$ cat config.mk
export PLATFORM = sky130hd
export DESIGN_NAME = multicycle_ctl_flat
export DESIGN_NICKNAME = d
export VERILOG_FILES = /design/src/rtl/multicycle_ctl_if.sv /design/src/rtl/multicycle_ctl.sv /design/src/flat_wrapper.sv
export SDC_FILE = /design/constraint.sdc
export NUM_CORES = 1
export LEC_CHECK = 0
export ABC_AREA = 1
export CORE_MARGIN = 3
export CORE_UTILIZATION = 45
export CTS_BUF_LIST = sky130_fd_sc_hd__clkbuf_2 sky130_fd_sc_hd__clkbuf_4 sky130_fd_sc_hd__clkbuf_8
export CTS_CLUSTER_DIAMETER = 120
export DETAILED_ROUTE_END_ITERATION = 6
export PLACE_DENSITY_LB_ADDON = 0.12
export SYNTH_ARGS = -nofsm -noshare
export SYNTH_HDL_FRONTEND = slang
export SYNTH_SLANG_ARGS = --single-unit
$ cat constraint.sdc
create_clock -name clk -period 1.96 [get_ports clk]
set_input_delay 0.392 -clock clk [delete_from_list [all_inputs] [get_ports clk]]
set_output_delay 0.392 -clock clk [all_outputs]
set_load 0.05 [all_outputs]
$ cat src/rtl/multicycle_ctl_if.sv
// Control bus between the multicycle controller and the RV64 datapath.
// The controller is the master: it samples the opcode and memory handshake
// and drives every datapath strobe and mux select.
interface multicycle_ctl_if;
  logic [6:0] opcode;
  logic       mem_ready;
  logic       PCWrite;
  logic       PCWriteCond;
  logic       PCSource;
  logic       IorD;
  logic       MemRead;
  logic       MemWrite;
  logic       IRWrite;
  logic       MemtoReg;
  logic       RegWrite;
  logic [1:0] ALUSrcA;
  logic [1:0] ALUSrcB;
  logic [1:0] ALUOp;

  modport master (
    input  opcode, mem_ready,
    output PCWrite, PCWriteCond, PCSource, IorD, MemRead, MemWrite, IRWrite,
           MemtoReg, RegWrite, ALUSrcA, ALUSrcB, ALUOp
  );

  modport slave (
    output opcode, mem_ready,
    input  PCWrite, PCWriteCond, PCSource, IorD, MemRead, MemWrite, IRWrite,
           MemtoReg, RegWrite, ALUSrcA, ALUSrcB, ALUOp
  );
endinterface

$ cat src/rtl/multicycle_ctl.sv
// Main control FSM for the multicycle RV64 datapath (add/sub/and/or, ld, sd, beq).
// Control outputs are registered decodes of the next state, so they line up with
// state_q exactly like a Moore decode. FETCH IRWrite/PCWrite are additionally
// qualified by mem_ready, and all strobes are forced low while rst_n is asserted.
module multicycle_ctl #(
  parameter int unsigned CNT_W   = 32,
  parameter int unsigned TIMEOUT = 16
) (
  input  logic                 clk,
  input  logic                 rst_n,
  multicycle_ctl_if.master     bus,
  output logic [3:0]           state_o,
  output logic                 halted,
  output logic [1:0]           fault,
  output logic [CNT_W-1:0]     instr_count
);

  localparam int unsigned WaitW = $clog2(TIMEOUT + 1);
  localparam logic [WaitW-1:0] TimeoutC = WaitW'(TIMEOUT);

  localparam logic [6:0] OpRType = 7'b0110011;
  localparam logic [6:0] OpLoad  = 7'b0000011;
  localparam logic [6:0] OpStore = 7'b0100011;
  localparam logic [6:0] OpBeq   = 7'b1100011;

  localparam logic [1:0] FaultNone    = 2'b00;
  localparam logic [1:0] FaultIllegal = 2'b01;
  localparam logic [1:0] FaultTimeout = 2'b10;

  typedef enum logic [3:0] {
    StFetch  = 4'd0,
    StDecode = 4'd1,
    StMemAdr = 4'd2,
    StMemRd  = 4'd3,
    StMemWb  = 4'd4,
    StMemWr  = 4'd5,
    StExec   = 4'd6,
    StRwb    = 4'd7,
    StBranch = 4'd8,
    StTrap   = 4'd15
  } state_e;

  typedef struct packed {
    logic       pcwrite;
    logic       pcwritecond;
    logic       pcsource;
    logic       iord;
    logic       memread;
    logic       memwrite;
    logic       irwrite;
    logic       memtoreg;
    logic       regwrite;
    logic [1:0] alusrca;
    logic [1:0] alusrcb;
    logic [1:0] aluop;
    logic       halted;
  } ctl_t;

  state_e           state_q, state_d;
  logic [WaitW-1:0] wait_q, wait_d, wait_inc;
  logic [CNT_W-1:0] cnt_q, cnt_d;
  logic [1:0]       fault_q, fault_d;
  logic             retire;
  logic             timed_out;
  ctl_t             ctl_q;

  // Moore output table; pcwrite/irwrite in FETCH are later gated by mem_ready.
  function automatic ctl_t decode(state_e s);
    ctl_t c;
    c = '0;
    case (s)
      StFetch: begin
        c.memread = 1'b1;
        c.pcwrite = 1'b1;
        c.irwrite = 1'b1;
        c.alusrcb = 2'b01;
      end
      StDecode: begin
        c.alusrca = 2'b01;
        c.alusrcb = 2'b10;
      end
      StMemAdr: begin
        c.alusrca = 2'b10;
        c.alusrcb = 2'b10;
      end
      StMemRd: begin
        c.memread = 1'b1;
        c.iord    = 1'b1;
      end
      StMemWb: begin
        c.regwrite = 1'b1;
        c.memtoreg = 1'b1;
      end
      StMemWr: begin
        c.memwrite = 1'b1;
        c.iord     = 1'b1;
      end
      StExec: begin
        c.alusrca = 2'b10;
        c.aluop   = 2'b10;
      end
      StRwb: c.regwrite = 1'b1;
      StBranch: begin
        c.alusrca     = 2'b10;
        c.aluop       = 2'b01;
        c.pcwritecond = 1'b1;
        c.pcsource    = 1'b1;
      end
      StTrap:  c.halted = 1'b1;
      default: c = '0;
    endcase
    return c;
  endfunction

  // Next-state, wait-counter, fault and retire logic.
  always_comb begin
    state_d   = state_q;
    fault_d   = fault_q;
    wait_d    = wait_q;
    cnt_d     = cnt_q;
    retire    = 1'b0;
    wait_inc  = wait_q + WaitW'(1);
    // Only meaningful in the three waiting states; ready in the same cycle wins.
    timed_out = !bus.mem_ready && (wait_inc == TimeoutC);

    case (state_q)
      StFetch: begin
        if (bus.mem_ready) begin
          state_d = StDecode;
        end else if (timed_out) begin
          state_d = StTrap;
          fault_d = FaultTimeout;
        end else begin
          wait_d = wait_inc;
        end
      end
      StDecode: begin
        case (bus.opcode)
          OpRType:         state_d = StExec;
          OpLoad, OpStore: state_d = StMemAdr;
          OpBeq:           state_d = StBranch;
          default: begin
            state_d = StTrap;
            fault_d = FaultIllegal;
          end
        endcase
      end
      StMemAdr: state_d = (bus.opcode == OpStore) ? StMemWr : StMemRd;
      StMemRd: begin
        if (bus.mem_ready) begin
          state_d = StMemWb;
        end else if (timed_out) begin
          state_d = StTrap;
          fault_d = FaultTimeout;
        end else begin
          wait_d = wait_inc;
        end
      end
      StMemWb: begin
        state_d = StFetch;
        retire  = 1'b1;
      end
      StMemWr: begin
        if (bus.mem_ready) begin
          state_d = StFetch;
          retire  = 1'b1;
        end else if (timed_out) begin
          state_d = StTrap;
          fault_d = FaultTimeout;
        end else begin
          wait_d = wait_inc;
        end
      end
      StExec: state_d = StRwb;
      StRwb: begin
        state_d = StFetch;
        retire  = 1'b1;
      end
      StBranch: begin
        state_d = StFetch;
        retire  = 1'b1;
      end
      StTrap: state_d = StTrap;
      default: begin
        // Unused encodings 9-14 are treated as a corrupted instruction flow.
        state_d = StTrap;
        fault_d = FaultIllegal;
      end
    endcase

    // Every waiting state starts its budget from zero on entry.
    if (state_d != state_q) begin
      wait_d = '0;
    end
    if (retire) begin
      cnt_d = cnt_q + CNT_W'(1);
    end
  end

  // State register plus registered decode of the state being entered.
  always_ff @(posedge clk or negedge rst_n) begin
    if (!rst_n) begin
      state_q <= StFetch;
      wait_q  <= '0;
      cnt_q   <= '0;
      fault_q <= FaultNone;
      ctl_q   <= decode(StFetch);
    end else begin
      state_q <= state_d;
      wait_q  <= wait_d;
      cnt_q   <= cnt_d;
      fault_q <= fault_d;
      ctl_q   <= decode(state_d);
    end
  end

  // Drive the bus; rst_n gating keeps strobes low during reset even though FETCH decodes them.
  always_comb begin
    bus.PCWrite     = ctl_q.pcwrite & bus.mem_ready & rst_n;
    bus.IRWrite     = ctl_q.irwrite & bus.mem_ready & rst_n;
    bus.PCWriteCond = ctl_q.pcwritecond & rst_n;
    bus.PCSource    = ctl_q.pcsource & rst_n;
    bus.IorD        = ctl_q.iord & rst_n;
    bus.MemRead     = ctl_q.memread & rst_n;
    bus.MemWrite    = ctl_q.memwrite & rst_n;
    bus.MemtoReg    = ctl_q.memtoreg & rst_n;
    bus.RegWrite    = ctl_q.regwrite & rst_n;
    bus.ALUSrcA     = ctl_q.alusrca & {2{rst_n}};
    bus.ALUSrcB     = ctl_q.alusrcb & {2{rst_n}};
    bus.ALUOp       = ctl_q.aluop & {2{rst_n}};
  end

  assign state_o     = state_q;
  assign halted      = ctl_q.halted;
  assign fault       = fault_q;
  assign instr_count = cnt_q;

endmodule

$ cat src/flat_wrapper.sv
// flat-port wrapper written by rule: the top's interface ports become plain ports
module multicycle_ctl_flat 
#(
  parameter int unsigned CNT_W   = 32,
  parameter int unsigned TIMEOUT = 16
)
  (clk, rst_n, state_o, halted, fault, instr_count, bus_opcode, bus_mem_ready, bus_PCWrite, bus_PCWriteCond, bus_PCSource, bus_IorD, bus_MemRead, bus_MemWrite, bus_IRWrite, bus_MemtoReg, bus_RegWrite, bus_ALUSrcA, bus_ALUSrcB, bus_ALUOp);
  multicycle_ctl_if bus_i ();
  input  logic clk;
  input  logic rst_n;
  output logic [3:0] state_o;
  output logic halted;
  output logic [1:0] fault;
  output logic [CNT_W-1:0] instr_count;
  input wire logic [$bits(bus_i.opcode)-1:0] bus_opcode;
  input wire logic [$bits(bus_i.mem_ready)-1:0] bus_mem_ready;
  output wire logic [$bits(bus_i.PCWrite)-1:0] bus_PCWrite;
  output wire logic [$bits(bus_i.PCWriteCond)-1:0] bus_PCWriteCond;
  output wire logic [$bits(bus_i.PCSource)-1:0] bus_PCSource;
  output wire logic [$bits(bus_i.IorD)-1:0] bus_IorD;
  output wire logic [$bits(bus_i.MemRead)-1:0] bus_MemRead;
  output wire logic [$bits(bus_i.MemWrite)-1:0] bus_MemWrite;
  output wire logic [$bits(bus_i.IRWrite)-1:0] bus_IRWrite;
  output wire logic [$bits(bus_i.MemtoReg)-1:0] bus_MemtoReg;
  output wire logic [$bits(bus_i.RegWrite)-1:0] bus_RegWrite;
  output wire logic [$bits(bus_i.ALUSrcA)-1:0] bus_ALUSrcA;
  output wire logic [$bits(bus_i.ALUSrcB)-1:0] bus_ALUSrcB;
  output wire logic [$bits(bus_i.ALUOp)-1:0] bus_ALUOp;
  assign bus_i.opcode = bus_opcode;
  assign bus_i.mem_ready = bus_mem_ready;
  assign bus_PCWrite = bus_i.PCWrite;
  assign bus_PCWriteCond = bus_i.PCWriteCond;
  assign bus_PCSource = bus_i.PCSource;
  assign bus_IorD = bus_i.IorD;
  assign bus_MemRead = bus_i.MemRead;
  assign bus_MemWrite = bus_i.MemWrite;
  assign bus_IRWrite = bus_i.IRWrite;
  assign bus_MemtoReg = bus_i.MemtoReg;
  assign bus_RegWrite = bus_i.RegWrite;
  assign bus_ALUSrcA = bus_i.ALUSrcA;
  assign bus_ALUSrcB = bus_i.ALUSrcB;
  assign bus_ALUOp = bus_i.ALUOp;
  multicycle_ctl #(.CNT_W(CNT_W), .TIMEOUT(TIMEOUT)) u_core (.clk(clk), .rst_n(rst_n), .bus(bus_i), .state_o(state_o), .halted(halted), .fault(fault), .instr_count(instr_count));
endmodule
# ---- Word level (Yosys, flattened, before mapping)
# Index checks and enable logic that the tools add are counted.
dict set report op_classes {
  n_mux 28
  eq_ne 29
  bitwise 13
  reduce_logical 17
  addsub 2
}
# op count
set op_table {}
lappend op_table {{32-bit by 1-bit adder with 32-bit output (second input constant)} 1}
lappend op_table {{4-bit by 3-bit equality test with 1-bit output (second input constant)} 8}
lappend op_table {{4-bit one-hot mux with 7 select lines} 1}
lappend op_table {{5-bit 2-to-1 mux} 4}
lappend op_table {{4-bit by 2-bit equality test with 1-bit output (second input constant)} 4}
lappend op_table {{4-bit equality test (second input constant)} 4}
lappend op_table {{4-bit 2-to-1 mux} 4}
lappend op_table {{7-bit by 6-bit equality test with 1-bit output (second input constant)} 2}
lappend op_table {{2-bit one-hot mux with 2 select lines} 3}
lappend op_table {{4-bit one-hot mux with 3 select lines} 1}
lappend op_table {{2-bit OR reduction} 5}
lappend op_table {{1-bit bitwise AND} 9}
lappend op_table {{3-bit OR reduction} 3}
lappend op_table {{4-bit by 1-bit equality test with 1-bit output (second input constant)} 2}
lappend op_table {{4-bit logical NOT} 2}
lappend op_table {{1-bit 2-to-1 mux} 8}
lappend op_table {{2-bit 2-to-1 mux} 4}
lappend op_table {{7-bit by 2-bit equality test with 1-bit output (second input constant)} 1}
lappend op_table {{7-bit equality test (second input constant)} 1}
lappend op_table {{2-bit bitwise AND} 3}
lappend op_table {{2-bit inequality test (second input constant)} 3}
lappend op_table {{2-bit one-hot mux with 3 select lines} 1}
lappend op_table {{6-bit OR reduction} 1}
lappend op_table {{5-bit by 1-bit adder with 5-bit output (second input constant)} 1}
lappend op_table {{12 further kinds} 13}
dict set report totals {
  register_bits 58
  output_inout_bits 54
  input_bits 10
}

# ---- Logic depth before layout (Yosys ltp)
dict set report depth {
  ltp_word 9
  mapped_depth 13
}

# ---- Worst setup path before layout
# Ideal clock, no wire load.
dict set report synth_timing {
  path_type {register to register}
  startpoint {register u_core.cnt_q[0], in the netlist u_core.instr_count[0]}
  endpoint {register u_core.cnt_q[24], in the netlist u_core.instr_count[24]}
  n_path_buf 0
  setup_time_ns 0.066
  path_stages_with_launch 8
  arrival_ns 1.798
  setup_slack_ns 0.096
  cell_sequence {dfrtp_1 ha_1 nand3_1 or2_2 nor2_1 xor2_1 nand2_1 nand2_1}
}
dict set report synth_via {
  elab_chain_cells 1
}
# item line
set synth_rtl {}
lappend synth_rtl {{start: declaration} multicycle_ctl.sv:61} ;# logic [CNT_W-1:0] cnt_q, cnt_d;
lappend synth_rtl {{start signal: assignment} multicycle_ctl.sv:211} ;# cnt_q <= cnt_d;
lappend synth_rtl {{32-bit by 1-bit adder with 32-bit output} multicycle_ctl.sv:196} ;# cnt_d = cnt_q + CNT_W'(1);
# Every way passes these cells.
# A chain may end at the register's enable or synchronous reset.

# ---- Worst setup path in the final report
dict set report layout_timing {
  startpoint {register u_core.cnt_q[6], in the netlist u_core.instr_count[6]}
  endpoint {output port instr_count[6]}
}
# item line
set layout_rtl {}
lappend layout_rtl {{end: declaration} flat_wrapper.sv:14} ;# output logic [CNT_W-1:0] instr_count;
# No word-level cell between the ends.

==> results by group <==
Run status
  • Outcome: finished clean

Hold path
  • Hold crit path type: primary input to asynchronous set/reset pin

Power
  • Total Power: 2.01 mW
  • PD cells: 464 nW/um^2
  • VDD IR max: about 0.00042 V
  • Pleak: 2.24 nW

Die
  • Die ar.: 8480 um^2
  • Core footprint: 6980 um^2
  • Die Y: 92.1 um
  • IO Count: between 60 and 70
  • Initial Util: 0.478
  • Site Rows: 30
  • Die W: 92.1 um

Clock network
  • Maximum clock path buffer count: 2
  • TritonCTS buffer count: 5
  • Reg clk slew, reported paths: approximately 0.10 ns
  • CTS tree: done
  • Clk_lat worst skew: 0.31 ns
  • H-tree Lvls: 2
  • Sink Count: 56
  • Clock root cell: clkbuf_8

Placed design
  • Port bufs: 63
  • DP Cell Count: 641
  • Post-Place Worst Slack: -0.155 ns
  • Routability congestion estimate: 0.952
  • Post-DP HPWL: 6.35 mm

Timing
  • TNS Setup: 0 ns
  • Max transition margin: 0.623
  • Final Max Slew Viols: 0
  • Setup ws final: 0.0540 ns
  • Tightest Pin Transition: roughly 0.57 ns
  • Final setup fails: 0
  • Hold Vio Cnt, Final: 0
  • FMAX: approximately 0.52 GHz
  • Fin crit share: 0.972
  • Final Critical Period: between 1.5 and 2 ns
  • Worst Skew: 0.0189 ns

Logic synthesis
  • Netlist cell types: 32
  • Yosys Warn Count: 0
  • Synth top area share: 0.398
  • Top cells by area, synth: dfrtp_1 40%, nand2_1 19%, nor2_1 7.2%
  • EDFF count, synth: 0
  • Yosys reg bits: 56
  • Seq/Total Area, Yosys: 0.421
  • Dominant synthesized flop cell: dfrtp_1
  • Netlist Area Pre-Place: 3340 um^2
  • Cell taking the most area after synthesis: dfrtp_1
  • Syn Nets: 493
  • Gate Count Post-Synth: 480
  • Asr flop ratio synth: 1.00
  • Mean Syn Cell Area: 6.95 um^2

Final layout
  • Ratio of cells with drive above 1 in the final layout: 0.165
  • # diodes: 0
  • Final #Nets: roughly 570
  • Fin util: 0.622
  • Layout Area Growth over Synthesis: 30.1%
  • Final std cells w/o fill: approximately 650

Routing
  • Via/cell ratio: slightly below 5
  • Routed WL: 8.26 mm
  • DR iter-0 viols: between 100 and 150
  • Wire length per cell: approximately 13 um
  • Drc violations: 0
  • Final ANT Viol Nets: 0
  • Via count: 3215
  • TritonRoute pass-1 iters: 4

Global route
  • Pin count of the biggest net entering global routing: 45
  • Overall routing resource usage: 0.203
  • Number of antenna violations at the first check in global routing: 0
  • First-pass GRT wire length: 14.0 mm
  • Vias in the first global route: 3076
  • Overflow after GRT: 0

Setup path
  • R2R Setup Slk: 0.18 ns
  • Crit-path cells: clkdlybuf4s50_1
  • Cell family with most CP delay: buffers and inverters
  • Worst path required time: ~1.6 ns
  • Worst R2R Path Depth: 11
  • CP Buf/Inv Count: 1
  • Crit end category: output pin
  • Slowest CP cell: clkdlybuf4s50_1
  • Worst path arrival time: roughly 1.5 ns
  • Max stage delay on crit path: 0.81 ns
  • Setup Crit Path Kind: flip-flop to output pin
  • Setup crit start kind: flip-flop
  • CP Max Fanout: 3
  • RR Endpoint: u_core.ctl_q[7]
  • RR Startpoint: u_core.wait_q[0]

Flow run
  • Max-cap violations: 0
-- placed cells by master (no fill, tap or decap), drive strengths merged, types with 3 or more instances in the layout --
cell type	n
a21oi	7
buf	62
clkbuf	7
clkdlybuf4s50	12
dfrtp	53
dfstp	3
ha	3
inv	64
nand2	178
nand3	21
nand4	7
nor2	67
nor3	13
o21ai	21
xnor2	7
xor2	19
-- repair_timing --
item,in CTS,in global routing
buffers inserted,0,3
gates resized for setup,0,8
setup endpoints to repair,0,16
hold endpoints to repair,2,0
hold buffers,1,0
-- worst max-delay path by stage --
stage	startpoint	endpoint	slack [ns]	cells past startpoint
2_1_floorplan	u_core.instr_count[0]	u_core.instr_count[24]	0.1	7
3_3_place_gp	bus_opcode[1]	u_core.ctl_q[7]	-0.11	10
3_5_place_dp	bus_opcode[0]	u_core.ctl_q[7]	-0.15	10
4_1_cts	u_core.instr_count[15]	instr_count[15]	0.01	1
5_1_grt	u_core.wait_q[0]	u_core.ctl_q[7]	-0.002	12
6_report	u_core.instr_count[6]	instr_count[6]	0.05	1
-- power breakdown --
group	total, mW	leakage, nW	switching, mW	internal [mW]
Combinational	0.0782	1.49	0.0491	0.0291
Clock	0.777	0.0593	0.366	0.411
Sequential	1.16	0.694	0.00128	1.16
-- registers in the layout (all words and copies together) (netlist names) --
name	count
u_core.ctl_q	12
u_core.state_o	4
u_core.fault	2
u_core.instr_count	32
u_core.wait_q	5
u_core.halted	1
-- cell type report --
| class | instances | area (um^2) |
|---|---|---|
| inverter | 64 | 240 |
| multi-input combinational | 352 | 1650 |
| tap | 96 | 120 |
| timing repair buffer | 77 | 806 |
| clock buffer | 7 | 83.8 |
| clock inverter | 1 | 30.0 |
| sequential | 56 | 1410 |
| fill | 666 | 2640 |
-- routing by layer --
metal | part of all wire | GRT usage | vias to the layer above
met5 | 0 | 0 | -
met4 | 0.035 | 0.0916 | 0
met3 | 0.048 | 0.0304 | 22
met2 | 0.49 | 0.356 | 94
met1 | 0.43 | 0.244 | 1469
li1 | - | - | 1630
-- per-stage QoR --
| stage | cell area [um^2] | hold WS [ns] |
|---|---|---|
| 2_1_floorplan | 3340 | 0.0964 |
| 6_report | 4340 | 0.153 |
| 3_3_place_gp | 4170 | 0.249 |
| 5_1_grt | 4340 | 0.163 |
| 3_5_place_dp | 4170 | 0.246 |
| 4_1_cts | 4290 | 0.157 |
-- synth_stat cells (2+ instances only) --
master,count
nand3_2,2
nor2_1,64
a21boi_0,2
nand2_2,5
inv_2,3
o21ai_0,18
xor2_1,19
buf_4,4
nor3_1,13
xnor2_1,7
dfstp_2,3
ha_1,3
nand2_1,173
nand3_1,19
dfrtp_1,53
inv_1,61
a21oi_1,7
o21ai_1,3
nor2_2,2
nand4_1,7
-- cell families (layout without fill, tap and decap cells) --
logic type	count (synthesis)	in the layout	synth area share
AO/OA/AOI/OAI	32	32	0.0503
XOR/XNOR	26	26	0.0683
adder cells (fa/ha/maj)	3	3	0.0113
buffers and inverters	72	149	0.0885
flip-flops	56	56	0.421
AND/OR/NAND/NOR	291	291	0.360
Power figures use the tool's default switching activity.
